### config.mk
export PLATFORM = sky130hd
export DESIGN_NAME = if_id_stage_reg
export DESIGN_NICKNAME = d
export VERILOG_FILES = /design/src/rtl/if_id_stage_reg.sv
export SDC_FILE = /design/constraint.sdc
export NUM_CORES = 1
export LEC_CHECK = 0
export CAP_MARGIN = 10
export CORE_MARGIN = 5
export CORE_UTILIZATION = 49
export DETAILED_ROUTE_END_ITERATION = 6
export PLACE_DENSITY = 0.8
export SYNTH_ARGS = -nofsm -noshare
export SYNTH_HDL_FRONTEND = slang
export SYNTH_SLANG_ARGS = --single-unit
### constraint.sdc
create_clock -name clock -period 2.13 [get_ports clock]
set_clock_uncertainty 0.1 [all_clocks]
set_input_delay 0.426 -clock clock [delete_from_list [all_inputs] [get_ports clock]]
set_output_delay 0.426 -clock clock [all_outputs]
set_load 0.01 [all_outputs]
### src/rtl/if_id_stage_reg.sv
`default_nettype none
// ============================================================================
//  Module      : if_id_stage_reg
//  Description : IF/ID pipeline register with a valid/ready handshake,
//                a bubble-inserting flush and an optional 2-entry skid
//                buffer. It carries the instruction word, the return
//                address and the branch-select flag as one entry.
//  Revision    : 1.0  initial parametrised handshake version
// ============================================================================
module if_id_stage_reg #(
    parameter int                     INSTR_WIDTH = 32,
    parameter int                     ADDR_WIDTH  = 14,
    parameter logic [INSTR_WIDTH-1:0] NOP_WORD    = 32'h00000000,
    parameter int                     SKID        = 1
) (
    input  logic                   clock,
    input  logic                   reset,
    input  logic                   in_valid,
    output logic                   in_ready,
    input  logic [INSTR_WIDTH-1:0] instruction_in,
    input  logic [ADDR_WIDTH-1:0]  return_addr_in,
    input  logic                   take_branch_addr_in,
    input  logic                   flush,
    output logic                   out_valid,
    input  logic                   out_ready,
    output logic [INSTR_WIDTH-1:0] instruction_out,
    output logic [ADDR_WIDTH-1:0]  return_addr_out,
    output logic                   take_branch_addr_out,
    output logic [1:0]             occupancy
);

    // One entry = {instruction, return address, branch-select flag}
    localparam int                     c_PAYLOAD_W = INSTR_WIDTH + ADDR_WIDTH + 1;
    localparam logic [c_PAYLOAD_W-1:0] c_BUBBLE    = {NOP_WORD, {ADDR_WIDTH{1'b0}}, 1'b0};

    logic [c_PAYLOAD_W-1:0] w_in_payload;
    logic                   w_accept;
    logic                   w_consume;
    logic                   w_s_valid;

    // Main (output) register: the outputs are driven straight from it, so
    // there is never a combinational path from the inputs to the payload.
    logic                   r_m_valid;
    logic [c_PAYLOAD_W-1:0] r_m_payload;

    assign w_in_payload = {instruction_in, return_addr_in, take_branch_addr_in};
    assign w_accept     = in_valid && in_ready;
    assign w_consume    = r_m_valid && out_ready;

    generate
        if (SKID != 0) begin : g_skid
            logic                   r_s_valid;
            logic [c_PAYLOAD_W-1:0] r_s_payload;

            // Ready depends on registered state only; the skid slot absorbs
            // the word that arrives while decode is stalling.
            assign in_ready  = !r_s_valid && !reset;
            assign w_s_valid = r_s_valid;

            // Two-entry FIFO update; an emptied slot reloads the bubble so a
            // stale word can never be presented to decode.
            always_ff @(posedge clock) begin
                if (reset || flush) begin
                    r_m_valid   <= 1'b0;
                    r_m_payload <= c_BUBBLE;
                    r_s_valid   <= 1'b0;
                    r_s_payload <= c_BUBBLE;
                end else if (r_s_valid) begin
                    // Full: no accept is possible, a consume promotes skid.
                    if (w_consume) begin
                        r_m_payload <= r_s_payload;
                        r_s_valid   <= 1'b0;
                        r_s_payload <= c_BUBBLE;
                    end
                end else if (r_m_valid) begin
                    if (w_accept && w_consume) begin
                        r_m_payload <= w_in_payload;
                    end else if (w_consume) begin
                        r_m_valid   <= 1'b0;
                        r_m_payload <= c_BUBBLE;
                    end else if (w_accept) begin
                        r_s_valid   <= 1'b1;
                        r_s_payload <= w_in_payload;
                    end
                end else if (w_accept) begin
                    r_m_valid   <= 1'b1;
                    r_m_payload <= w_in_payload;
                end
            end
        end else begin : g_single
            // Single entry: may refill in the same cycle decode drains it.
            assign in_ready  = (!r_m_valid || out_ready) && !reset;
            assign w_s_valid = 1'b0;

            // Stallable register; drains to the bubble when consumed.
            always_ff @(posedge clock) begin
                if (reset || flush) begin
                    r_m_valid   <= 1'b0;
                    r_m_payload <= c_BUBBLE;
                end else if (w_accept) begin
                    r_m_valid   <= 1'b1;
                    r_m_payload <= w_in_payload;
                end else if (w_consume) begin
                    r_m_valid   <= 1'b0;
                    r_m_payload <= c_BUBBLE;
                end
            end
        end
    endgenerate

    assign out_valid = r_m_valid;
    assign {instruction_out, return_addr_out, take_branch_addr_out} = r_m_payload;
    assign occupancy = {1'b0, r_m_valid} + {1'b0, w_s_valid};

endmodule
`default_nettype wire

* After elaboration in Yosys (flattened, before gate mapping)
Index checks and enable logic that the tools add are counted.
W data, S select, Z words.
** Word-level totals
- Output and inout bits :: 51
- Flip-flop bits (word level) :: 96
** Cells by class
- Equality and inequality tests :: 5
- Add/sub/neg operators :: 1
- Muxes and demuxes :: 18
- Reductions and logical operators :: 11
** Operators by type and width (count)
- $mux W47 :: 10
- $mux W1 :: 8
- $reduce_and A5 Y1 :: 1
- $logic_and A1 B1 Y1 :: 4
- $ne A2 B2 Y1 const B :: 2
- $ne A4 B3 Y1 const B :: 1
- $ne A3 B2 Y1 const B :: 1
- $reduce_and A3 Y1 :: 1
- $reduce_bool A3 Y1 :: 1
- $add A1 B1 Y2 :: 1
- $logic_not A1 Y1 :: 2
- $ne A2 B1 Y1 const B :: 1
- $reduce_bool A2 Y1 :: 1
- $logic_or A1 B1 Y1 :: 1

* Depth between registers and ports, before layout
Gate-level depths: netlist (run 1).
- Depth in word-level cells :: 8
- Mapped depth :: 7
- Gate-level depth less buffers :: 5

* Least setup slack after synthesis (run 1)
No wires, ideal clock.
- Path kind :: reg2reg
- From :: register r_m_valid (netlist: out_valid)
- To :: register g_skid.r_s_payload[36]
- Library setup time :: 76 ps
- Slack :: 488 ps
- Stages on the path, launching flop included :: 7
- Path buffers :: 2
- Data arrival time :: 1466 ps
- Required time :: 1954 ps
- Path through :: dfxtp_1 > inv_1 > ha_1 > nand4b_1 > buf_2 > buf_1 > o22ai_1
** On the way
- Longest elaborated chain between the ends :: 4
- Elaborated cells between the ends (all ways) :: 8
- Those cells by class :: eq/ne (4); reduce/logical (4)
** Ends and longest elaborated chain
- start, declared :: RTL line 43 : logic r_m_valid;
- start signal, assigned :: RTL line 64 : r_m_valid <= 1'b0;
- start signal, assigned :: RTL line 79 : r_m_valid <= 1'b0;
- start signal, assigned :: RTL line 86 : r_m_valid <= 1'b1;
- $logic_and A1 B1 Y1 :: RTL line 48 : assign w_consume = r_m_valid && out_ready;
- $logic_and A1 B1 Y1 :: RTL line 76 : if (w_accept && w_consume) begin
- $ne A4 B3 Y1 (no line) or $ne A2 B2 Y1 (tied branches)
- $reduce_and A5 Y1 (no line) (*)
- end signal, assigned :: RTL line 67 : r_s_payload <= c_BUBBLE;
- end signal, assigned :: RTL line 73 : r_s_payload <= c_BUBBLE;
- end signal, assigned :: RTL line 83 : r_s_payload <= w_in_payload;
- end, declared :: RTL line 53 : logic [c_PAYLOAD_W-1:0] r_s_payload;
Every way passes the cells marked *; elsewhere a longest branch is shown, timed or not.
A chain may end at the register's enable or synchronous reset.

* Worst setup path after layout (run 1)
- From :: input port reset
- To :: output port in_ready
** On the way
- Longest elaborated chain between the ends :: 2
** Ends and longest elaborated chain
- start, declared :: RTL line 17 : input logic reset,
- $logic_not A1 Y1 :: RTL line 57 : assign in_ready = !r_s_valid && !reset;
- $logic_and A1 B1 Y1 :: RTL line 57
- end, declared :: RTL line 19 : output logic in_ready,
No other way between the ends.

==> impl_metrics.ini, run 1 <==
[floorplan]
start_util_pct = 49.38
die_x_um = 100.3
placement_rows = 33
chipHeight_um = 100.3
io_pins = 103
core_footprint_um2 = 8093
fp.dieArea_um2 = 10060

[worst_setup_path]
wp_data_arrival_ns = 1.60
crit_slowest_cell = sky130_fd_sc_hd__clkdlybuf4s50_1
cpPeakStageDelay_ns = 0.56
cp_max_fo = 3
cp.depth = 3
criticalPathCategory = primary input to output pin
worst-endpoint-required_ns = 1.60
element_type_at_the_critical_path_start = primary input
worst_path_dominant_cell_family = buffers and inverters
crit_path_frequent_cell = sky130_fd_sc_hd__clkdlybuf4s50_1
reg2regPathDepth = 5
crit_path_cell_trace = clkdlybuf4s50_1 -> nor2_2 -> clkdlybuf4s50_1
setup.worst_path.end_class = output pin
cp_num_buf_inv = 2

[yosys]
yosys.area.top_type_share_pct = 48.09
synthesis.yosys.warnings = 0
cell_types_with_the_largest_area_share_after_synthesis = sky130_fd_sc_hd__dfxtp_1, sky130_fd_sc_hd__a221oi_2, sky130_fd_sc_hd__nand2_1, sky130_fd_sc_hd__o22ai_1, sky130_fd_sc_hd__o21ai_0
synthesis.instances = 446
yosysUniqueCellTypes = 27
post_synth_instance_area_um2 = 3996
yosysSeqAreaShare_pct = 48.09
postSynthNetCount = 500
synth.ff_latch_count = 96
post_synth.cell_area_avg_um2 = 8.960
yosysTopAreaCell = sky130_fd_sc_hd__dfxtp_1

[sta]
timing.final.setup_violations = 0
report.final.hold_viol_count = 0
max_slew.worst_pin.slew_ns = 0.4936
fmax_mhz = 470.7
max-slew-margin-rel_pct = 67.10
slew_viols_final = 0
min_period_ns = 2.125
fin_crit_sh_pct = 99.75
setup_repair_after_global_routing_missed_its_margin = no
totalNegativeSetupSlack_ns = 0
holdWs_ns = 0.3764

[status]
outcome = finished, final reports clean

[clock_network]
ctsRootBufferMaster = sky130_fd_sc_hd__clkbuf_8
cts_hold_buf = 0
cts_sinks = 96
cts_setup_buffers = 0
cts-resized-gates = 3
ctsLongestPathBuffers = 2
cts_tree = yes
htreeDepth = 3
cts-buffers-inserted = 9
clk-insertion-delay-late_ns = 0.34
clk_pin_slew_worst_paths_ns = 0.09

[placement]
portBuffers = 102
gp_routability_congestion = 0.7645
placedCellCount = 628
sum_of_net_half_perimeters_after_detailed_placement_um = 6864

[detailed_routing]
drt-wirelength-per-cell_um = 16.21
drt_initial_violations = 177
vias = 3663
drt_pass1_iterations = 4
drt.antenna.violating_nets = 0
post_drt_via_cell_ratio = 5.697
wirelength_um = 10430
drc = 0

[power_and_ir_drop]
totalPowerFinal_w = 0.003603
p_leak_nw = 1.935
power.density_cell_area_nw_per_um2 = 668.4
irDropWorstVdd_mv = 0.3465

[global_route]
maximum_number_of_pins_on_one_net_before_global_route_repair = 78
grt_use_total_pct = 20.49
grt_first_pass_wirelength_um = 17020
via_count_of_the_first_global_routing_pass = 3588
grt-ovfl-total = 0
number_of_antenna_violations_at_the_first_check_in_global_routing = 0

[finish]
final_net_count = 588
fillers = 671
mostFrequentLayoutCell = sky130_fd_sc_hd__clkdlybuf4s50_1
sequential_cell_area_um2 = 1926
utilization_pct = 66.62
areaGrowthSynthToFinish_pct = 34.91
fraction_of_final_layout_cells_with_drive_strength_greater_than_1_pct = 13.75
layoutNonFillerInstCount = 643
multi_input_combinational_cell_area_um2 = 1833
top_library_cells_by_usage_in_the_layout_fill_and_taps_aside = sky130_fd_sc_hd__clkdlybuf4s50_1, sky130_fd_sc_hd__nand2_1, sky130_fd_sc_hd__dfxtp_1, sky130_fd_sc_hd__nor2_1, sky130_fd_sc_hd__o22ai_1
num_antenna_cells = 0

[flow_run]
cap_violations = 0

[hold_path]
hp-class = register to register
hold_depth = 2
-- metrics by stage --
| step | setup WS (ns) | instance area [µm²] |
|---|---|---|
| after global placement | 0.01582 | 5186 |
| after CTS | 0.01079 | 5391 |
| after detailed placement | -0.003770 | 5186 |
| after floorplan | 0.4877 | 3996 |
| after global routing | 0.001312 | 5391 |
| final | 0.005293 | 5391 |
-- logic make-up (layout without fill, tap and decap cells) --
family / Yosys count / in the layout / synth area share (%)
AO/OA/AOI/OAI: 149 / 149 / 30.03
AND/OR/NAND/NOR: 150 / 150 / 14.50
flip-flops: 96 / 96 / 48.09
adder cells (fa/ha/maj): 2 / 2 / 0.6261
buffers and inverters: 49 / 141 / 6.763
-- cell usage after synthesis --
library cell	number
sky130_fd_sc_hd__a21oi_1	3
sky130_fd_sc_hd__buf_4	2
sky130_fd_sc_hd__a32o_1	1
sky130_fd_sc_hd__nand2_1	95
sky130_fd_sc_hd__a221oi_1	17
sky130_fd_sc_hd__ha_1	2
sky130_fd_sc_hd__o311ai_0	1
sky130_fd_sc_hd__o21ai_1	4
sky130_fd_sc_hd__o41ai_2	1
sky130_fd_sc_hd__or2_2	2
sky130_fd_sc_hd__buf_2	21
sky130_fd_sc_hd__o41a_1	1
sky130_fd_sc_hd__o21a_1	1
sky130_fd_sc_hd__dfxtp_1	96
sky130_fd_sc_hd__o21ai_0	43
sky130_fd_sc_hd__nor2b_1	1
sky130_fd_sc_hd__o22ai_1	46
sky130_fd_sc_hd__nor2_2	1
sky130_fd_sc_hd__a21oi_2	1
sky130_fd_sc_hd__a221oi_2	30
sky130_fd_sc_hd__nand3_1	1
sky130_fd_sc_hd__nor2_1	49
sky130_fd_sc_hd__nand4b_1	1
sky130_fd_sc_hd__buf_6	7
sky130_fd_sc_hd__inv_1	4
sky130_fd_sc_hd__clkbuf_1	10
sky130_fd_sc_hd__buf_1	5
-- power by group --
group | switching (W) | internal (W)
sequential | 0.0000242 | 0.00184
combinational | 0.000264 | 0.000265
clock | 0.000611 | 0.000603
-- routing by layer --
metal	up-vias	routed length, µm	global-route usage (%)
met4	0	72	6.528
met2	107	5404	35.12
met1	1769	4463	26.24
met5	-	0	0
met3	8	486	3.475
li1	1779	-	-
-- final cells by class --
cell class,count,share of cell area (%)
clock buffer,11,2.808
sequential,96,35.72
tap,105,2.437
inverter,4,0.2785
multi-input combinational,301,34.00
timing repair buffer,122,23.76
clock inverter,4,0.9979
-- worst min-delay path, stage by stage, from the launching register on --
cell,delay [ns]
sky130_fd_sc_hd__dfxtp_1,0.32
sky130_fd_sc_hd__nand2_1,0.05
sky130_fd_sc_hd__o22ai_1,0.06
-- final timing paths --
| check | from | to | slack, ns |
|---|---|---|---|
| min reg2reg | g_skid.r_s_payload[7]$_SDFFE_PP0P_ | g_skid.r_s_payload[7]$_SDFFE_PP0P_ | 0.38 |
| max reg2reg | out_valid$_SDFFE_PP0N_ | r_m_payload[1]$_SDFFE_PP0P_ | 0.39 |
| max | reset | in_ready | 0.005 |
| min | g_skid.r_s_payload[7]$_SDFFE_PP0P_ | g_skid.r_s_payload[7]$_SDFFE_PP0P_ | 0.38 |
-- state kept, by name, summed over array words and instances, names as in the netlist --
name / flops
g_skid.r_s_payload: 47
r_m_payload: 47
g_skid.r_s_valid: 1
out_valid: 1
Power figures use the tool's default switching activity.
==> run 2, diff against run 1 <==
Settings changed: RECOVER_POWER set to 100.
==> run 2 against run 1 <==
Net effect:
- via count is the same
- utilization shrank 1.5 points
- combinational power shrank 6.8%
- sequential cell count is the same
- clock power is essentially flat
- sequential share of layout area grew 0.75 points
- total power shrank 1.1%
- die area is the same
- non-clock buffer count is the same
- wire length is essentially flat
- clock-buffer cell count is the same
- critical path depth is the same
- critical endpoint unchanged
==> impl_metrics.ini, run 2 (same netlist as run 1, synthesis figures left out) <==
[worst_setup_path]
cp_num_buf_inv = 2
timing.critical_path.from = reset
cp_max_fo = 3
setup.worst_path.end_class = output pin
crit_slowest_cell = sky130_fd_sc_hd__clkdlybuf4s50_1
critical_path.reg2reg.startpoint = out_valid$_SDFFE_PP0N_
wp_data_arrival_ns = 1.60
worst_path_dominant_cell_family = buffers and inverters
worst-endpoint-required_ns = 1.60
crit_path_frequent_cell = sky130_fd_sc_hd__clkdlybuf4s50_1
cpPeakStageDelay_ns = 0.56
crit_path_cell_trace = clkdlybuf4s50_1 -> nor2_2 -> clkdlybuf4s50_1
criticalPathCategory = primary input to output pin
element_type_at_the_critical_path_start = primary input
ff2ff_setup_slack_ns = 0.15

[finish]
num_antenna_cells = 0
mostFrequentLayoutCell = sky130_fd_sc_hd__dfxtp_1
fraction_of_final_layout_cells_with_drive_strength_greater_than_1_pct = 10.41
areaGrowthSynthToFinish_pct = 31.87
largestRegisters = g_skid.r_s_payload (47), r_m_payload (47)
stdcell_area_um2 = 5270
utilization_pct = 65.12
top_library_cells_by_usage_in_the_layout_fill_and_taps_aside = sky130_fd_sc_hd__dfxtp_1, sky130_fd_sc_hd__nand2_1, sky130_fd_sc_hd__clkdlybuf4s50_1, sky130_fd_sc_hd__nor2_1, sky130_fd_sc_hd__dlygate4sd3_1
final_net_count = 588

[sta]
fmax_mhz = 470.9
holdWs_ns = 0.3717
setup_repair_after_global_routing_missed_its_margin = no
report.final.hold_viol_count = 0
timing.final.setup_violations = 0
max_slew.worst_pin.slew_ns = 0.4631
fin_crit_sh_pct = 99.71
min_period_ns = 2.124
timing.final.ws_setup_ns = 0.006240
slew_viols_final = 0
max-slew-margin-rel_pct = 69.13

[power_and_ir_drop]
cellInternalPower_w = 0.002680
combPwrFrac_pct = 13.8
irDropWorstVdd_mv = 0.3430
p_leak_nw = 2.038
power.share.clock_pct = 34.0
reported_net_switching_power_w = 0.0008826
swShare_pct = 24.77
power.density_cell_area_nw_per_um2 = 676.1
totalPowerFinal_w = 0.003563
seqPwrFrac_pct = 52.2

[floorplan]
io_pins = 103
placement_rows = 33
fp.dieArea_um2 = 10060
die_x_um = 100.3
start_util_pct = 49.38
core_footprint_um2 = 8093
chipHeight_um = 100.3

[status]
outcome = finished, final reports clean

[placement]
placed_area_um2 = 5186
sum_of_net_half_perimeters_after_detailed_placement_um = 6864
post-place-ws_ns = -0.003770
portBuffers = 102
gp_routability_congestion = 0.7645

[clock_network]
htreeDepth = 3
clk-insertion-delay-late_ns = 0.34
clk_pin_slew_worst_paths_ns = 0.08
cts_setup_buffers = 0
cts_sinks = 96
ctsLongestPathBuffers = 2
cts_tree = yes
ctsRootBufferMaster = sky130_fd_sc_hd__clkbuf_8
cts-buffers-inserted = 9

[global_route]
grt_first_pass_wirelength_um = 17020
grt_use_total_pct = 20.49
via_count_of_the_first_global_routing_pass = 3588
number_of_antenna_violations_at_the_first_check_in_global_routing = 0
maximum_number_of_pins_on_one_net_before_global_route_repair = 78
grt-ovfl-total = 0

[hold_path]
hp-class = register to register
worst_hold_startpoint = g_skid.r_s_payload[29]$_SDFFE_PP0P_

[flow_run]
cap_violations = 0

[detailed_routing]
drt-wirelength-per-cell_um = 16.22
wirelength_um = 10430
drt.antenna.violating_nets = 0
vias = 3663
drt_initial_violations = 173
post_drt_via_cell_ratio = 5.697
drt_pass1_iterations = 5
drc = 0
run 2: timing repair:
action                     4_1_cts  5_1_grt
gates resized for setup          3        0
setup endpoints to repair        2        0
hold endpoints to repair         0        0
hold buffers                     0        0
run 2: layer usage:
metal	global-route usage, %	vias up	share of wire, %
li1	-	1780	-
met1	26.24	1761	43
met2	35.12	114	51
met3	3.475	8	4.7
met4	6.528	0	0.69
met5	0	-	0
run 2: power by group through the flow:
stage	clock [W]	combinational (W)	sequential, W
global route	0.00131	0.000533	0.00186
finish	0.00121	0.000493	0.00186
global placement	0	0.000521	0.00190
detailed placement	0	0.000529	0.00190
CTS	0.00122	0.000531	0.00186
floorplan	0	0.000237	0.00192
run 2: path summary, 6_finish.rpt:
kind / end / cells past startpoint
setup / recovery: in_ready / 3
hold / removal: g_skid.r_s_payload[29]$_SDFFE_PP0P_ / 2
setup reg to reg: r_m_payload[33]$_SDFFE_PP0P_ / 5
hold reg to reg: g_skid.r_s_payload[29]$_SDFFE_PP0P_ / 2
run 2: layout make-up:
cell class / instances / area [µm²]
Tap cell: 105 / 131.4
Fill cell: 699 / 2823
Inverter: 4 / 15.01
Clock buffer: 11 / 151.4
Sequential cell: 96 / 1922
Timing Repair Buffer: 122 / 1265
Multi-Input combinational cell: 301 / 1732
Clock inverter: 4 / 53.80
run 2: stage by stage:
stage / instances / setup TNS [ns]
global placement: 628 / 0
CTS: 643 / 0
floorplan: 446 / 0
global route: 643 / 0
finish: 643 / 0
detailed placement: 628 / -0.003770
run 2: worst register-to-register path, cell delays in order, from the launching register on:
cell,delay [ns]
sky130_fd_sc_hd__dfxtp_1,0.32
sky130_fd_sc_hd__buf_4,0.16
sky130_fd_sc_hd__o41a_2,0.53
sky130_fd_sc_hd__clkbuf_4,0.34
sky130_fd_sc_hd__a221oi_1,0.34
sky130_fd_sc_hd__nor2_1,0.08
==> run 3, diff against run 2 <==
Clock period 2.13 ns to 2.2 ns, I/O delays scaled along.
==> run 3 against run 2 <==
Net effect:
- die area unchanged
- largest cell class unchanged
- largest power group unchanged
- critical endpoint is now r_m_payload[19]$_SDFFE_PP0P_
- clock power down 3%
- critical path depth up 4
- sequential power down 3%
- combinational power down 3%
- hold slack about the same
- utilization up 0.17 points
- register-to-register slack better by 0.13 ns
- global-route usage up 0.42 points
- clock-buffer cell count down 1
- final cell count up 0.93%
- final area up 0.26%
==> impl_metrics.ini, run 3 (same netlist as run 1, synthesis figures left out) <==
[detailed_routing]
drt_pass1_iterations = 5
drt_initial_violations = 128
drt.antenna.violating_nets = 0
drt-wirelength-per-cell_um = 16.29
drc = 0
vias = 3671
post_drt_via_cell_ratio = 5.656
wirelength_um = 10570

[clock_network]
cts_hold_buf = 0
ctsLongestPathBuffers = 2
cts_sinks = 96
cts_tree = yes
cts-buffers-inserted = 9
clk_pin_slew_worst_paths_ns = 0.10
clk-insertion-delay-late_ns = 0.35
htreeDepth = 3
ctsRootBufferMaster = sky130_fd_sc_hd__clkbuf_8

[global_route]
grt_use_total_pct = 20.91
via_count_of_the_first_global_routing_pass = 3668
grt_first_pass_wirelength_um = 17320
maximum_number_of_pins_on_one_net_before_global_route_repair = 65
number_of_antenna_violations_at_the_first_check_in_global_routing = 0
grt-ovfl-total = 0

[floorplan]
die_x_um = 100.3
fp.dieArea_um2 = 10060
start_util_pct = 49.38
chipHeight_um = 100.3
core_footprint_um2 = 8093
io_pins = 103
placement_rows = 33

[worst_setup_path]
setup.worst_path.end_class = register
wp_data_arrival_ns = 2.26
critical_path.reg2reg.startpoint = g_skid.r_s_valid$_SDFF_PP0_
criticalPathCategory = primary input to register
reg2regPathDepth = 6
reg2reg_to = g_skid.r_s_payload[0]$_SDFFE_PP0P_
worst-endpoint-required_ns = 2.34
cp_max_fo = 22
element_type_at_the_critical_path_start = primary input
ff2ff_setup_slack_ns = 0.28

[finish]
largestRegisters = g_skid.r_s_payload (47), r_m_payload (47)
sequential_cell_area_um2 = 1926
top_library_cells_by_usage_in_the_layout_fill_and_taps_aside = sky130_fd_sc_hd__nand2_1, sky130_fd_sc_hd__dfxtp_1, sky130_fd_sc_hd__clkdlybuf4s50_1, sky130_fd_sc_hd__nor2_1, sky130_fd_sc_hd__dlygate4sd3_1
fillers = 688
num_antenna_cells = 0
multi_input_combinational_cell_area_um2 = 1732
areaGrowthSynthToFinish_pct = 32.22
fraction_of_final_layout_cells_with_drive_strength_greater_than_1_pct = 11.58
final_net_count = 593

[sta]
fin_crit_sh_pct = 96.06
min_period_ns = 2.113
holdWs_ns = 0.3721
slew_viols_final = 0
timing.final.setup_violations = 0
max_slew.worst_pin.slew_ns = 0.4420
report.final.hold_viol_count = 0
max-slew-margin-rel_pct = 70.42
totalNegativeSetupSlack_ns = 0
setup_repair_after_global_routing_missed_its_margin = no
fmax_mhz = 473.2

[power_and_ir_drop]
irDropWorstVdd_mv = 0.3618
power.density_cell_area_nw_per_um2 = 651.4
p_leak_nw = 2.053

[hold_path]
hp-class = register to register
hold_path_end = g_skid.r_s_payload[4]$_SDFFE_PP0P_
worst_hold_startpoint = g_skid.r_s_payload[4]$_SDFFE_PP0P_
hold_depth = 2

[flow_run]
cap_violations = 0

[status]
outcome = finished, final reports clean

[placement]
sum_of_net_half_perimeters_after_detailed_placement_um = 7137
gp_routability_congestion = 0.7562
portBuffers = 102
## run 3: cell types whose count changed in the layout (fill, tap and decap cells not counted), sizes merged
| cell | before | now |
|---|---|---|
| clkbuf | 13 | 17 |
| clkinv | 1 | 2 |
| inv | 4 | 5 |
## run 3: worst max-delay path by stage
stage,endpoint,slack (ns),startpoint,depth (start not counted)
floorplan,g_skid.r_s_payload[36]$_SDFFE_PP0P_,0.56,out_valid$_SDFFE_PP0N_,6
global placement,in_ready,0.06,reset,3
detailed placement,r_m_payload[3]$_SDFFE_PP0P_,0.02,in_valid,6
CTS,in_ready,0.04,reset,3
global route,in_ready,0.04,reset,3
finish,r_m_payload[19]$_SDFFE_PP0P_,0.09,reset,7
## run 3: through the flow
stage / util, % / area [µm²] / setup WS (ns) / std cells / total power (W)
2_1_floorplan: - / 3996 / 0.5577 / 446 / 0.002086
3_3_place_gp: 64.30 / 5204 / 0.06387 / 632 / 0.002346
3_5_place_dp: 64.30 / 5204 / 0.01567 / 632 / 0.002357
6_report: 65.29 / 5284 / 0.08663 / 649 / 0.003442
5_1_grt: 65.29 / 5284 / 0.03759 / 649 / 0.003579
4_1_cts: 66.93 / 5416 / 0.04260 / 648 / 0.003510
## run 3: final cells by class
cell class                      instances  area share, %
Clock buffer                           10          2.605
Tap cell                              105          2.486
Inverter                                4         0.2842
Multi-Input combinational cell        301          32.77
Sequential cell                        96          36.44
Clock inverter                          6          1.279
Timing Repair Buffer                  127          24.13
## run 3: repair_timing
| item | CTS | global route |
|---|---|---|
| endpoints found under the setup margin | 2 | 1 |
| setup buffers | 0 | 1 |
| gates resized for setup | 5 | 0 |
| pin swaps | 0 | 1 |
## run 3: routing by layer
metal  vias to the layer above  global-route usage [%]  wire (µm)
met2                       111                   36.44       5560
met3                        11                   4.309        539
li1                       1793                       -          -
met5                         -                       0          0
met1                      1756                   25.38       4346
met4                         0                   7.668        125
## run 3: power breakdown
| part | leakage [nW] | switching [W] | internal [W] |
|---|---|---|---|
| Combinational | 1.18 | 0.000246 | 0.000233 |
| Clock | 0.0989 | 0.000605 | 0.000561 |
| Sequential | 0.779 | 0.0000211 | 0.00178 |
## run 3: worst max-delay path, stage by stage
cell	delay [ns]
sky130_fd_sc_hd__clkdlybuf4s50_1	0.51
sky130_fd_sc_hd__nor2_2	0.06
sky130_fd_sc_hd__clkbuf_4	0.14
sky130_fd_sc_hd__a32o_1	0.28
sky130_fd_sc_hd__clkbuf_4	0.29
sky130_fd_sc_hd__a221oi_1	0.44
sky130_fd_sc_hd__nor2_1	0.09
